<file path="config.mk">
export PLATFORM = sky130hd
export DESIGN_NAME = seq_shift_cmp
export DESIGN_NICKNAME = d
export VERILOG_FILES = /design/src/rtl/seq_alu_pkg.sv /design/src/rtl/seq_shift_cmp_op_mode_dec.sv /design/src/rtl/seq_shift_cmp.sv
export SDC_FILE = /design/constraint.sdc
export NUM_CORES = 1
export LEC_CHECK = 0
export CAP_MARGIN = 20
export CORE_ASPECT_RATIO = 1.5
export CORE_MARGIN = 2
export CORE_UTILIZATION = 56
export CTS_CLUSTER_SIZE = 30
export DETAILED_ROUTE_END_ITERATION = 16
export PLACE_DENSITY = 0.84
export SKIP_LAST_GASP = 1
export SYNTH_ARGS = -nofsm -noshare
export SYNTH_HDL_FRONTEND = slang
export SYNTH_SLANG_ARGS = --single-unit
</file>
<file path="constraint.sdc">
create_clock -name i_clk -period 8.1 [get_ports i_clk]
set_clock_uncertainty 0.1 [all_clocks]
set_input_delay 1.215 -clock i_clk [delete_from_list [all_inputs] [get_ports i_clk]]
set_output_delay 1.215 -clock i_clk [all_outputs]
set_load 0.02 [all_outputs]
</file>
<file path="src/rtl/seq_alu_pkg.sv">
// Shared types and operation codes for the sequential shift/compare unit.
package seq_alu_pkg;

  localparam logic [3:0] OP_SLL  = 4'b0001;
  localparam logic [3:0] OP_SLT  = 4'b0010;
  localparam logic [3:0] OP_SLTU = 4'b0011;
  localparam logic [3:0] OP_SRL  = 4'b1000;
  localparam logic [3:0] OP_SRA  = 4'b1001;

  typedef enum logic [1:0] {IDLE, SHIFT, DONE} seq_state_t;

  typedef struct packed {
    logic is_shift;
    logic dir_right;
    logic arith;
    logic is_signed;
    logic legal;
  } op_ctrl_t;

endpackage

</file>
<file path="src/rtl/seq_shift_cmp_op_mode_dec.sv">
// Combinational decode of the 4-bit operation code into datapath controls.
module op_mode_dec
  import seq_alu_pkg::*;
(
  input  logic [3:0] i_oper,
  output op_ctrl_t   o_ctrl
);

  always_comb begin
    o_ctrl = '0;
    case (i_oper)
      OP_SLL: begin
        o_ctrl.is_shift = 1'b1;
        o_ctrl.legal    = 1'b1;
      end
      OP_SRL: begin
        o_ctrl.is_shift  = 1'b1;
        o_ctrl.dir_right = 1'b1;
        o_ctrl.legal     = 1'b1;
      end
      OP_SRA: begin
        o_ctrl.is_shift  = 1'b1;
        o_ctrl.dir_right = 1'b1;
        o_ctrl.arith     = 1'b1;
        o_ctrl.legal     = 1'b1;
      end
      OP_SLT: begin
        o_ctrl.is_signed = 1'b1;
        o_ctrl.legal     = 1'b1;
      end
      OP_SLTU: o_ctrl.legal = 1'b1;
      default: o_ctrl = '0;
    endcase
  end

endmodule

</file>
<file path="src/rtl/seq_shift_cmp.sv">
// Multi-cycle shift unit (STEP bits per cycle) with single-cycle compares,
// valid/ready on both sides; result is held in DONE until drained.
module seq_shift_cmp
  import seq_alu_pkg::*;
#(
  parameter int WIDTH   = 32,
  parameter int STEP    = 1,
  parameter int SHAMT_W = $clog2(WIDTH)
) (
  input  logic             i_clk,
  input  logic             i_rst_n,
  input  logic             i_valid,
  output logic             o_ready,
  input  logic [3:0]       i_oper,
  input  logic [WIDTH-1:0] i_opa,
  input  logic [WIDTH-1:0] i_opb,
  output logic             o_valid,
  input  logic             i_ready,
  output logic [WIDTH-1:0] o_result,
  output logic             o_illegal,
  output logic             o_busy
);

  localparam logic [SHAMT_W-1:0] STEP_V = SHAMT_W'(STEP);

  seq_state_t         state_q, state_d;
  op_ctrl_t           ctrl_q, ctrl_d, dec_ctrl;
  logic [WIDTH-1:0]   work_q, work_d;
  logic [SHAMT_W-1:0] rem_q, rem_d;
  logic [WIDTH-1:0]   result_q, result_d;
  logic               illegal_q, illegal_d;

  logic [SHAMT_W-1:0] shamt, amt;
  logic [WIDTH-1:0]   shifted;

  op_mode_dec u_dec (
    .i_oper (i_oper),
    .o_ctrl (dec_ctrl)
  );

  // Result selection shared by the direct (IDLE) and iterative (SHIFT) load points.
  function automatic logic [WIDTH-1:0] load_value(input op_ctrl_t c,
                                                  input logic [WIDTH-1:0] shift_val,
                                                  input logic [WIDTH-1:0] a,
                                                  input logic [WIDTH-1:0] b);
    logic lt;
    if (!c.legal) return '0;
    if (c.is_shift) return shift_val;
    lt = c.is_signed ? ($signed(a) < $signed(b)) : (a < b);
    return {{(WIDTH-1){1'b0}}, lt};
  endfunction

  assign shamt = i_opb[SHAMT_W-1:0];
  assign amt   = (rem_q < STEP_V) ? rem_q : STEP_V;

  always_comb begin
    shifted = work_q;
    if (!ctrl_q.dir_right)  shifted = work_q << amt;
    else if (ctrl_q.arith)  shifted = $signed(work_q) >>> amt;
    else                    shifted = work_q >> amt;
  end

  always_comb begin
    state_d   = state_q;
    ctrl_d    = ctrl_q;
    work_d    = work_q;
    rem_d     = rem_q;
    result_d  = result_q;
    illegal_d = illegal_q;
    case (state_q)
      IDLE: begin
        if (i_valid) begin
          ctrl_d = dec_ctrl;
          work_d = i_opa;
          rem_d  = shamt;
          if (dec_ctrl.legal && dec_ctrl.is_shift && shamt != '0) begin
            state_d = SHIFT;
          end else begin
            result_d  = load_value(dec_ctrl, i_opa, i_opa, i_opb);
            illegal_d = !dec_ctrl.legal;
            state_d   = DONE;
          end
        end
      end
      SHIFT: begin
        work_d = shifted;
        rem_d  = rem_q - amt;
        if (rem_q == amt) begin
          result_d  = load_value(ctrl_q, shifted, work_q, work_q);
          illegal_d = !ctrl_q.legal;
          state_d   = DONE;
        end
      end
      DONE: begin
        if (i_ready) state_d = IDLE;
      end
      default: state_d = IDLE;
    endcase
  end

  always_ff @(posedge i_clk or negedge i_rst_n) begin
    if (!i_rst_n) begin
      state_q   <= IDLE;
      result_q  <= '0;
      illegal_q <= 1'b0;
    end else begin
      state_q   <= state_d;
      result_q  <= result_d;
      illegal_q <= illegal_d;
    end
  end

  // Working operands are only consumed after an accept reloads them.
  always_ff @(posedge i_clk) begin
    ctrl_q <= ctrl_d;
    work_q <= work_d;
    rem_q  <= rem_d;
  end

  assign o_ready   = (state_q == IDLE);
  assign o_valid   = (state_q == DONE);
  assign o_busy    = (state_q != IDLE);
  assign o_result  = result_q;
  assign o_illegal = illegal_q;

endmodule

</file>
; After elaboration in Yosys (flattened, before gate mapping)
; Cells that the tools add are included.
; Widths: inputs -> output; s select.
[word_totals]
regBits = 77
inputBits = 72
output_inout_bits = 36
word_cells = 97
[classes]
n_lt_le_gt_ge = 5
shifts = 3
addsub = 1
n_reduce_logical = 15
eq_ne = 12
muxes = 51
[ops]
columns = op, count
row1 = $mux 32, 14
row2 = $lt 32x32->1, 4
row3 = $pmux 32 s2, 2
row4 = $shl 32x5->32, 1
row5 = $shr 32x5->32, 1
row6 = $sshr 32x5->32, 1
row7 = $mux 1, 26
row8 = $mux 5, 2
row9 = $pmux 5 s2, 1
row10 = $eq 4x2->1 const B, 2
row11 = $eq 4x4->1 const B, 2
row12 = $mux 2, 4
row13 = $ne 2x2->1 const B, 3
row14 = $pmux 2 s3, 1
row15 = $eq 5x5->1, 1
row16 = $lt 5x1->1 const B, 1
row17 = $reduce_bool 5->1, 1
row18 = $reduce_or 5->1, 1
row19 = $sub 5x5->5, 1
row20 = $eq 4x1->1 const B, 1
row21 = $reduce_and 2->1, 2
row22 = $reduce_and 4->1, 1
row23 = $reduce_bool 2->1, 2
row24 = $reduce_and 3->1, 1
row25 = other kinds (9), 11

; Logic depth before layout (Yosys ltp)
; Gate-level depths: netlist of the first run.
[depth]
ltp_word = 17
depth_mapped = 10
ltp_nobuf = 8

; By module
; A second synthesis of the first run with hierarchy kept.
[unflattened]
cells_unflattened = 574
area_unflattened_um2 = 4974.8
[by_module_without_submodules]
columns = mod, seq_area_each_um2, area_per_inst_um2, cells_per_inst, instances
row1 = seq_shift_cmp, 2107.0, 4926.0, 567, 1
row2 = op_mode_dec, 0.0, 48.8, 7, 1

; Least setup slack after synthesis of the first run
; Ideal clock, no wire load.
[synth_timing]
path_type = input-to-reg
start = input i_opb[31]
end = register result_q[0] (netlist: o_result[0])
path_stages = 8
path_slack_ns = 5.197
setup_ns = 0.069
path_buffers = 0
arrival_time_ns = 2.734
required_time_ns = 7.931
cell_sequence = inv_1 ha_1 nand4_1 nor4_1 a22oi_1 nor4b_1 or3b_1 nand3_1
[synth_via]
elab_chain_len = 7
elab_cells_between_ends = 8
classes_between = order compare (2) / mux (6)
[synth_rtl]
columns = item, line
row1 = start: declaration, seq_shift_cmp.sv:16  ; input logic [WIDTH-1:0] i_opb,
row2 = $lt 32x32->1, seq_shift_cmp.sv:49  ; lt = c.is_signed ? ($signed(a) < $signed(b)) : (a < b);
row3 = $mux 1 (*), seq_shift_cmp.sv:49
row4 = $mux 32 (*), seq_shift_cmp.sv:49
row5 = $mux 32 (*), seq_shift_cmp.sv:48  ; if (c.is_shift) return shift_val;
row6 = $mux 32 (*), seq_shift_cmp.sv:76  ; if (dec_ctrl.legal && dec_ctrl.is_shift && shamt != '0) begin
row7 = $mux 32 (*), seq_shift_cmp.sv:72  ; if (i_valid) begin
row8 = $pmux 32 s2 (*), seq_shift_cmp.sv:70  ; case (state_q)
row9 = end signal: assignment, seq_shift_cmp.sv:108  ; result_q <= result_d;
row10 = end: declaration, seq_shift_cmp.sv:30  ; logic [WIDTH-1:0] result_q, result_d;
; Mark *: on every way between the ends. The rest lies on a longest branch, timed or not. The select of a mux whose other input is x is not followed.
; A chain may end at the register's enable or synchronous reset.

; Final worst setup path of the first run
[layout_timing]
start = input i_opb[1]
end = register result_q[0] (netlist: o_result[0])
[layout_via]
elab_chain_len = 7
elab_cells_between_ends = 12
classes_between = order compare (2) / eq/ne (1) / mux (6) / reduce/logical (3)
[layout_rtl]
columns = item, line
row1 = $lt 32x32->1, seq_shift_cmp.sv:49
row2 = $mux 1, seq_shift_cmp.sv:49
row3 = $mux 32, seq_shift_cmp.sv:49
row4 = $mux 32, seq_shift_cmp.sv:48
row5 = $mux 32, seq_shift_cmp.sv:76
row6 = $mux 32, seq_shift_cmp.sv:72
row7 = $pmux 32 s2, seq_shift_cmp.sv:70
; Parallel ways exist; a longest one is shown, timed or not. The select of a mux whose other input is x is not followed.

==> results of run 1 <==
placed cells by master, fill, tap and decap left out, types with 3 or more instances in the layout:
cell type and n:
clkbuf_1 4, a21oi_2 18, nor3_1 3, inv_1 38
dfrtp_1 35, edfxtp_1 41, mux2_2 32, a21o_1 36
o21ai_0 11, nor2_1 67, clkdlybuf4s50_1 106, nand2_1 17
nand4_1 6, nand3_1 4, nor4_1 4, clkbuf_16 9
a32oi_1 31, and2_1 4, buf_4 3, a21oi_1 25
mux2i_1 32, ha_1 32
layout make-up:
type / instances / area, µm² / share of cell area
well taps: 110 / 138 / 0.0213
multi-input cells: 352 / 2650 / 0.411
clock buffers: 13 / 240 / 0.0372
flip-flops and latches: 76 / 2110 / 0.326
inverters: 38 / 143 / 0.0221
repair buffers: 113 / 1140 / 0.176
clock inverters: 3 / 38.8 / 0.00601
routing by layer:
layer,track usage,vias to the layer above,wire length [µm]
li1,-,2021,-
met1,0.309,2066,4850
met2,0.482,147,6910
met3,0.0455,24,700
met4,0.106,0,291
met5,0,-,0
Yosys cell counts (all sizes together), types with 6 or more instances:
cell and count:
inv 38, ha 32, mux2i 32, dfrtp 35, clkbuf 18, buf 16, a32oi 31, edfxtp 41
o21ai 13, a21o 36, a21oi 44, nand2 17, nor2 68, mux2 33, nand4 6
metrics by stage:
| stage | instances | util | power [mW] | instance area [µm²] | setup slack [ps] |
|---|---|---|---|---|---|
| 4_1_cts | 703 | 0.727 | 1.98 | 6420 | 4540 |
| 2_1_floorplan | 500 | - | 1.25 | 5070 | 5200 |
| 3_5_place_dp | 687 | 0.696 | 1.59 | 6140 | 4190 |
| 3_3_place_gp | 686 | 0.694 | 1.55 | 6130 | 4250 |
| 6_report | 705 | 0.731 | 1.98 | 6460 | 4510 |
| 5_1_grt | 705 | 0.731 | 2.09 | 6460 | 4390 |
flip-flops by register name, indices dropped and copies added (netlist names):
| signal | count |
|---|---|
| o_result | 32 |
| work_q | 32 |
| rem_q | 5 |
| ctrl_q | 4 |
| state_q | 2 |
| o_illegal | 1 |
kinds of logic (layout without fill, tap and decap cells):
group           count (synthesis)  after routing
simple gates                  120            120
mux                            65             65
compound gates                133            133
buf+inv                        72            167
xor+xnor                        2              2
fa+ha+maj                      32             32
flops                          76             76
where the power goes:
part	internal [mW]	leakage [nW]	switching [mW]	total (mW)
logic	0.412	1.72	0.472	0.884
registers	0.601	0.809	0.105	0.706
clock network	0.237	0.135	0.152	0.390
total	1.25	2.66	0.730	1.98
worst max-delay path by stage:
stage	cells after the start	slack, ps	end
after floorplan	8	5200	o_result[0]$_DFFE_PN0P_
after global placement	7	4250	o_illegal$_DFFE_PN0P_
after detailed placement	7	4190	o_illegal$_DFFE_PN0P_
after CTS	7	4540	o_illegal$_DFFE_PN0P_
after global routing	8	4390	o_result[0]$_DFFE_PN0P_
final	8	4510	o_result[0]$_DFFE_PN0P_
worst reg2reg max path, cell delays in order, from the launching register on:
cell and delay (ps):
edfxtp_1 450, nor4_1 370, or2_2 190, ha_1 170
nor4b_1 460, nand2_1 170, a21oi_4 140, buf_4 630
mux2i_1 280, nand3_1 100
==> metrics.md, run 1 <==
| Metric | Value |
|---|---|
| Clock transition at path regs | 60 ps |
| # nets final | 694 |
| Share of the yosys chip area belonging to registers | 0.416 |
| Reported leakage power | 2.66 nW |
| Ordered list of cells on the worst path | clkdlybuf4s50_1, or4_1, nor2_2, o21ai_1, a21oi_4, buf_4, mux2i_1, nand3_1 |
| Critical Path Slowest Stage Cell | buf_4 |
| Synth Area in XOR/XNOR | 0.00346 |
| Fraction of the mapped netlist area in simple logic gates | 0.107 |
| Number of gates resized after CTS | 0 |
| Critical Path Max Stage Delay | 630 ps |
| Number of hold buffers added after cts | 0 |
| Total routed wirelength | 12700 µm |
| Main area contributors after synthesis | edfxtp_1, dfrtp_1, ha_1 |
| Area growth from synthesis to layout | 27.4% |
| Compound-cell area share of the yosys netlist | 0.193 |
| Post-Synthesis Net Count | 604 |
| Post-CTS setup buffers | 0 |
| Routed Antenna Nets | 0 |
| Power Density | 307 mW/mm² |
| Clock insertion delay at the later pin of the skew report | 340 ps |
| GR Util All Layers | 0.268 |
| Weighted congestion at the end of routability-driven global placement | 0.810 |
| Clock period minus worst slack | 3590 ps |
| Layout cell share with drive strength beyond 1 | 0.124 |
| Maximum frequency from static timing analysis | 0.278 GHz |
| Avg Synthesized Cell Area | 10.1 µm² |
| Standard-cell row count | 42 |
| Gate count of the mapped netlist | 500 |
| Top cell type by total area after synthesis | edfxtp_1 |
| HP Start | o_illegal$_DFFE_PN0P_ |
| Count of boundary I/O pins | 108 |
| Worst flop-to-flop path endpoint | o_result[0]$_DFFE_PN0P_ |
| Final-report setup violation count | 0 |
| Mux cell area share after synthesis | 0.137 |
| Worst r2r src | rem_q[4]$_DFFE_PP_ |
| Endpoint arrival time on the critical path | 3700 ps |
| Async set or reset register ratio after synthesis | 0.461 |
| Iteration-0 DRC Markers | 278 |
| TritonCTS clock tree | done |
| Type of destination of the critical path | register |
| Number of remaining DRC errors | 0 |
| Synth Area in Adders | 0.0790 |
| Residual overflow from global routing | 0 |
| Required time worst endpoint | 8210 ps |
| First-pass GRT wire length | 20100 µm |
| Worst-margin pin slew | 1090 ps |
| Library cells used by synthesis | 42 |
| Number of CTS-inserted buffers | 9 |
| Cell depth of the worst hold path | 1 |
| Buffers plus inverters on the worst setup path | 2 |
| RSZ-0062 raised after global routing | no |
| Largest net degree at the start of global routing | 110 |
| Wire length per cell after detailed routing | 18.1 µm |
| Main combinational cell family by area after synthesis | compound AO/OA/AOI/OAI gates |
| Critical path startpoint | i_opb[1] |
| Top delay family on crit path | buffers and inverters |
| Vias in the first global route | 4333 |
| Total count of max-transition violations in the final report | 0 |
| Normalized max-slew margin | 0.270 |
| Hold violation total from the final report | 0 |
| Top flip-flop cell by instance count after synthesis | edfxtp_1 |
| Total of warnings raised by yosys | 0 |
| Placeable Area | 0.00883 mm² |
| Die ar. | 0.00984 mm² |
| Clock root buffer master | clkbuf_16 |
| Post-detailed-placement half-perimeter wirelength | 8700 µm |
| FF-to-FF path depth | 9 |
| Reg-to-reg setup timing slack | 4910 ps |
| Chip Width | 81.7 µm |
| Number of violations of the max-capacitance limit | 0 |
| Antenna violations before repair | 0 |
| Hold path endpoint | o_illegal$_DFFE_PN0P_ |
| Input/output buffers | 107 |
| H-tree depth reported by CTS | 3 |
| First-pass DRT Iterations | 8 |
| Status | finished, final reports clean |
| Starting density of the core | 0.574 |
| Vias | 4258 |
| Synthesized area | 0.00507 mm² |
| Vertical die dimension | 121 µm |
| Number of sinks on the clock net | 76 |
| Worst min-delay path category | reg2reg |
| Max rail drop VDD | 0.372 mV |
| Buffers from clock root to sink, at most | 2 |
| EDFF count, synth | 41 |
| Crit Path Category | in2reg |
| Antenna fix cells | 0 |
| Vias per cell | 6.04 |
| Kind of start point of the critical path | input port |
| Biggest fanout along the worst timing path | 65 |
| Area fraction of the dominant cell type after synthesis | 0.243 |
| Final-layout fill cell count | 643 |
| Total negative slack | 0 ps |
| Total of flip-flops plus latches after synthesis | 76 |
| Fin Hold WS | 387 ps |
| Period utilization | 0.443 |
No activity file was read; power rests on OpenSTA's default activity.
==> run 2, diff against run 1 <==
- CORE_UTILIZATION: 56 -> 47
- PLACE_DENSITY: 0.84 -> 0.75
- clock period: 8.1 -> 3.1 ns (I/O delays scaled with it)
==> metrics.md, run 2 (same netlist as run 1, synthesis figures left out) <==
| Metric | Value |
|---|---|
| Routed Antenna Nets | 0 (unchanged) |
| Required time worst endpoint | 3260 ps (-4950 ps) |
| Total negative slack | 0 ps (unchanged) |
| Number of remaining DRC errors | 0 (unchanged) |
| FF-to-FF path depth | 10 (+1) |
| Vias in the first global route | 4409 (+1.8%) |
| Endpoint arrival time on the critical path | 2800 ps (-900 ps) |
| Number of gates resized after CTS | 0 (unchanged) |
| Iteration-0 DRC Markers | 244 (-12%) |
| Weighted congestion at the end of routability-driven global placement | 0.843 (+4.0%) |
| Post-detailed-placement half-perimeter wirelength | 9270 µm (+6.5%) |
| Clock transition at path regs | 60 ps (about the same) |
| Area post-placement | 0.00627 mm² (+2.0%) |
| Type of destination of the critical path | register |
| Area of all placed cells without fillers | 0.00654 mm² (+1.3%) |
| GR Util All Layers | 0.226 (-0.0417) |
| RSZ-0062 raised after global routing | no |
| Period utilization | 0.849 |
| Chip Width | 88.8 µm (+8.7%) |
| Placeable Area | 0.0105 mm² (+19%) |
| Biggest fanout along the worst timing path | 10 (-85%) |
| Number of violations of the max-capacitance limit | 0 (unchanged) |
| Input/output buffers | 107 (unchanged) |
| Number of sinks on the clock net | 76 (unchanged) |
| Critical path startpoint | rem_q[4]$_DFFE_PP_ |
| Power Density | 787 mW/mm² (+160%) |
| Normalized max-slew margin | 0.382 (+0.112) |
| Final-report setup violation count | 0 (unchanged) |
| Largest net degree at the start of global routing | 70 (-36%) |
| First-pass GRT wire length | 20600 µm (+2.3%) |
| Worst min-delay path category | in2async |
| Number of CTS-inserted buffers | 9 (unchanged) |
| Hold violation total from the final report | 0 (unchanged) |
| Buffers from clock root to sink, at most | 2 (unchanged) |
| Max rail drop VDD | 0.633 mV (+70%) |
| Die ar. | 0.0116 mm² (+18%) |
| Worst-margin pin slew | 927 ps (-168 ps) |
| Area growth from synthesis to layout | 29.1% |
| Vias | 4253 (-0.12%) |
| Post-CTS setup buffers | 0 (unchanged) |
| Final-layout fill cell count | 888 (+38%) |
| Vertical die dimension | 131 µm (+8.9%) |
| Wire length per cell after detailed routing | 17.1 µm (-5.6%) |
| Commonest cells after routing, fill and taps aside | clkdlybuf4s50_1, nor2_1, edfxtp_1 |
| Count of boundary I/O pins | 108 (unchanged) |
| Most common cell after layout, fill and taps aside | clkdlybuf4s50_1 |
| Starting density of the core | 0.481 (-0.0929) |
| End-of-flow core utilization | 0.621 (-0.110) |
| First-pass DRT Iterations | 4 (-4) |
| Standard-cell row count | 46 (+9.5%) |
| Clock root buffer master | clkbuf_16 |
| TritonCTS clock tree | done |
| Clock insertion delay at the later pin of the skew report | 330 ps (about the same) |
| H-tree depth reported by CTS | 3 (unchanged) |
| Worst flop-to-flop path endpoint | o_result[18]$_DFFE_PN0P_ |
| Number of hold buffers added after cts | 0 (unchanged) |
| Clock period minus worst slack | 2630 ps |
| Reported leakage power | 2.70 nW (+1.4%) |
| Vias per cell | 5.68 (-6.0%) |
| Layout cell share with drive strength beyond 1 | 0.140 (+0.0161) |
| Kind of start point of the critical path | register |
| Worst r2r src | rem_q[4]$_DFFE_PP_ |
| Total routed wirelength | 12800 µm (+0.26%) |
| Antenna violations before repair | 0 (unchanged) |
| Residual overflow from global routing | 0 (unchanged) |
| Reg-to-reg setup timing slack | 470 ps (-4440 ps) |
| Maximum frequency from static timing analysis | 0.380 GHz |
| Crit Path Category | reg2reg |
| Status | finished, final reports clean |
| Antenna fix cells | 0 (unchanged) |
| # nets final | 704 (+1.4%) |
| Total count of max-transition violations in the final report | 0 (unchanged) |
==> run 2: where the power goes <==
group	internal (mW)	switching, mW
Sequential	1.57	0.270
Combinational	1.10	1.23
Clock	0.588	0.400
==> run 2: how the worst max path moves through the flow <==
stage | end | slack (ps) | cells past startpoint
after detailed placement | o_result[0]$_DFFE_PN0P_ | 180 | 9
after global routing | o_result[16]$_DFFE_PN0P_ | 260 | 10
after CTS | o_result[18]$_DFFE_PN0P_ | 470 | 10
final | o_result[18]$_DFFE_PN0P_ | 470 | 10
after floorplan | rem_q[0]$_DFFE_PP_ | 520 | 5
after global placement | o_result[0]$_DFFE_PN0P_ | 180 | 8
==> run 2: routing by layer <==
layer,vias to the layer above,part of all wire,track usage
met5,-,0,0
met4,0,0.023,0.0842
met3,20,0.048,0.0465
met2,133,0.55,0.403
met1,2063,0.38,0.258
li1,2037,-,-
==> run 2: area by class of cell <==
type / instances / area (µm²) / area share
inverters: 38 / 143 / 0.0218
repair buffers: 123 / 1190 / 0.181
multi-input cells: 352 / 2650 / 0.405
clock inverters: 1 / 7.51 / 0.00115
well taps: 144 / 180 / 0.0275
flip-flops and latches: 76 / 2110 / 0.322
clock buffers: 15 / 268 / 0.0409
==> run 2: per-stage QoR <==
| stage | std cells | power [mW] | setup WS [ps] | hold slack (ps) |
|---|---|---|---|---|
| final | 749 | 5.15 | 467 | 167 |
| after global routing | 749 | 5.45 | 258 | 230 |
| after CTS | 749 | 5.18 | 468 | 195 |
| after detailed placement | 733 | 4.18 | 179 | 405 |
| after global placement | 733 | 4.11 | 185 | 397 |
| after floorplan | 500 | 3.26 | 521 | 69.4 |
==> run 2: critical path, stage by stage (launching register included) <==
cell	delay [ps]
edfxtp_1	450
nor4_1	370
or2_2	190
ha_1	190
nor4b_1	350
nand2_1	150
a21oi_4	200
buf_4	200
buf_4	200
nor2_1	70
a21oi_2	90
==> run 3, diff against run 2 <==
- clock period: 3.1 -> 2.41 ns (I/O delays scaled with it)
==> metrics.md, run 3 (same netlist as run 1, synthesis figures left out) <==
| Metric | Value |
|---|---|
| Number of remaining DRC errors | 0 (unchanged) |
| Wire length per cell after detailed routing | 17.3 µm (+1.5%) |
| Clock root buffer master | clkbuf_16 |
| Ordered list of cells on the worst path | clkdlybuf4s50_1, inv_1, ha_1, nand4_1, nor4_1, buf_4, a22oi_1, nor4b_2, or3b_1, nand3_1 |
| Max rail drop VDD | 0.719 mV (+13%) |
| Chip Width | 88.8 µm (unchanged) |
| Number of sinks on the clock net | 76 (unchanged) |
| Clock period minus worst slack | 2370 ps |
| Starting density of the core | 0.481 (unchanged) |
| Depth of the critical timing path with buffers and inverters included | 10 (unchanged) |
| Antenna fix cells | 0 (unchanged) |
| Buffers from clock root to sink, at most | 2 (unchanged) |
| Layout cell share with drive strength beyond 1 | 0.244 (+0.104) |
| Status | finished, final reports clean |
| Critical Path Max Stage Delay | 470 ps (+20 ps) |
| Critical Path Slowest Stage Cell | clkdlybuf4s50_1 |
| Non-filler cells, final | 816 (+8.9%) |
| Vias per cell | 5.61 (-1.2%) |
| Vias | 4579 (+7.7%) |
| Power Density | 998 mW/mm² (+27%) |
| Die ar. | 0.0116 mm² (unchanged) |
| Fin Hold WS | 67.4 ps (-99.6 ps) |
| Final-layout fill cell count | 794 (-11%) |
| Overall power after layout | 7.30 mW (+42%) |
| Critical path capture point | o_result[0]$_DFFE_PN0P_ |
| Iteration-0 DRC Markers | 196 (-20%) |
| GR Util All Layers | 0.244 (+0.0177) |
| Reg-to-reg setup timing slack | 50 ps (-420 ps) |
| Crit Path Category | in2reg |
| Buffers plus inverters on the worst setup path | 3 (+1) |
| Area post-placement | 0.00681 mm² (+8.7%) |
| RSZ-0062 raised after global routing | yes |
| Flip-flop and latch area | 0.00211 mm² (unchanged) |
| Total count of max-transition violations in the final report | 0 (unchanged) |
| Vertical die dimension | 131 µm (unchanged) |
| # nets final | 771 (+9.5%) |
| Reported leakage power | 3.12 nW (+16%) |
| Number of CTS-inserted buffers | 9 (unchanged) |
| Total routed wirelength | 14100 µm (+11%) |
| Commonest cells after routing, fill and taps aside | clkdlybuf4s50_1, buf_4, nor2_1 |
| Area of all placed cells without fillers | 0.00731 mm² (+12%) |
| Kind of start point of the critical path | input port |
| End-of-flow core utilization | 0.694 (+0.0726) |
| Hold violation total from the final report | 0 (unchanged) |
| Normalized max-slew margin | 0.382 (-0.000531) |
| Worst r2r src | rem_q[1]$_DFFE_PP_ |
| Post-detailed-placement half-perimeter wirelength | 10100 µm (+8.6%) |
| Antenna violations before repair | 0 (unchanged) |
| Top delay family on crit path | simple AND/OR/NAND/NOR gates |
| Input/output buffers | 107 (unchanged) |
| Final worst-path setup slack | 43.0 ps (-424 ps) |
| Weighted congestion at the end of routability-driven global placement | 0.852 (+1.1%) |
| Critical path startpoint | i_opb[29] |
| Biggest fanout along the worst timing path | 3 (-7) |
| Count of boundary I/O pins | 108 (unchanged) |
| Placement Setup Slack | -693 ps (-872 ps) |
| H-tree depth reported by CTS | 3 (unchanged) |
| Total negative slack | 0 ps (unchanged) |
| Worst-margin pin slew | 928 ps (+0.796 ps) |
| Routed Antenna Nets | 0 (unchanged) |
| Standard-cell row count | 46 (unchanged) |
| Number of violations of the max-capacitance limit | 0 (unchanged) |
| Period utilization | 0.982 |
| First-pass GRT wire length | 22200 µm (+7.7%) |
| Endpoint arrival time on the critical path | 2530 ps (-270 ps) |
| FF-to-FF path depth | 9 (-1) |
| Vias in the first global route | 4771 (+8.2%) |
| Clock transition at path regs | 60 ps (about the same) |
| Number of instances in the placed design | 795 (+8.5%) |
| Placeable Area | 0.0105 mm² (unchanged) |
| TritonCTS clock tree | done |
| Clock insertion delay at the later pin of the skew report | 340 ps (about the same) |
| First-pass DRT Iterations | 5 (+1) |
| Type of destination of the critical path | register |
| Worst flop-to-flop path endpoint | o_result[0]$_DFFE_PN0P_ |
| Required time worst endpoint | 2570 ps (-690 ps) |
| Residual overflow from global routing | 0 (unchanged) |
| Area taken by multi-input logic gates | 0.00274 mm² (+3.2%) |
| Area growth from synthesis to layout | 44.2% |
| Final-report setup violation count | 0 (unchanged) |
| Most common cell after layout, fill and taps aside | clkdlybuf4s50_1 |
| Worst min-delay path category | in2async |
| Maximum frequency from static timing analysis | 0.422 GHz |
| Largest net degree at the start of global routing | 52 (-26%) |
[run 3: cell types whose count changed in the layout (fill, tap and decap cells not counted), sizes merged]
cell and delta:
buf +65, bufinv +2, clkbuf -1, clkinv +2, clkinvlp -1
[run 3: worst reg2reg max path, cell delays in order, from the launching register on]
cell	delay (ps)
edfxtp_1	430
nor4_4	340
or2_4	190
ha_4	130
nor4b_4	200
nand2_1	130
a21oi_4	190
buf_6	160
mux2i_2	240
nand3_1	110
[run 3: worst min path at each step]
| stage | cells after the start | to | slack (ps) | start |
|---|---|---|---|---|
| 2_1_floorplan | 0 | o_illegal$_DFFE_PN0P_ | -30 | i_rst_n |
| 3_3_place_gp | 2 | o_result[21]$_DFFE_PN0P_ | 400 | o_result[21]$_DFFE_PN0P_ |
| 3_5_place_dp | 1 | o_illegal$_DFFE_PN0P_ | 400 | o_illegal$_DFFE_PN0P_ |
| 4_1_cts | 1 | o_result[30]$_DFFE_PN0P_ | 100 | i_rst_n |
| 5_1_grt | 1 | o_result[30]$_DFFE_PN0P_ | 140 | i_rst_n |
| 6_report | 1 | o_result[30]$_DFFE_PN0P_ | 70 | i_rst_n |
[run 3: area by class of cell]
class | count | area share
clock buffers | 12 | 0.0366
clock inverters | 4 | 0.00959
inverters | 38 | 0.0195
multi-input cells | 352 | 0.375
flip-flops and latches | 76 | 0.288
well taps | 144 | 0.0247
repair buffers | 190 | 0.247
[run 3: per-layer routing]
metal  vias to the layer above  global-route usage  part of all wire
li1                       2174                   -                 -
met1                      2234               0.267              0.37
met2                       142               0.449              0.56
met3                        29              0.0427             0.039
met4                         0              0.0926             0.026
met5                         -                   0                 0
[run 3: power breakdown]
part / leakage [nW] / switching (mW) / internal [mW]
Clock: 0.168 / 0.531 / 0.995
Sequential: 0.809 / 0.370 / 2.02
Combinational: 2.14 / 1.72 / 1.66
[run 3: what timing repair did]
action / 4_1_cts / 5_1_grt
hold buffers: 0 / 0
pin swaps: 0 / 4
buffers inserted: 0 / 3
endpoints found under the setup margin: 34 / 34
cloned: 0 / 2
gates resized for setup: 8 / 8
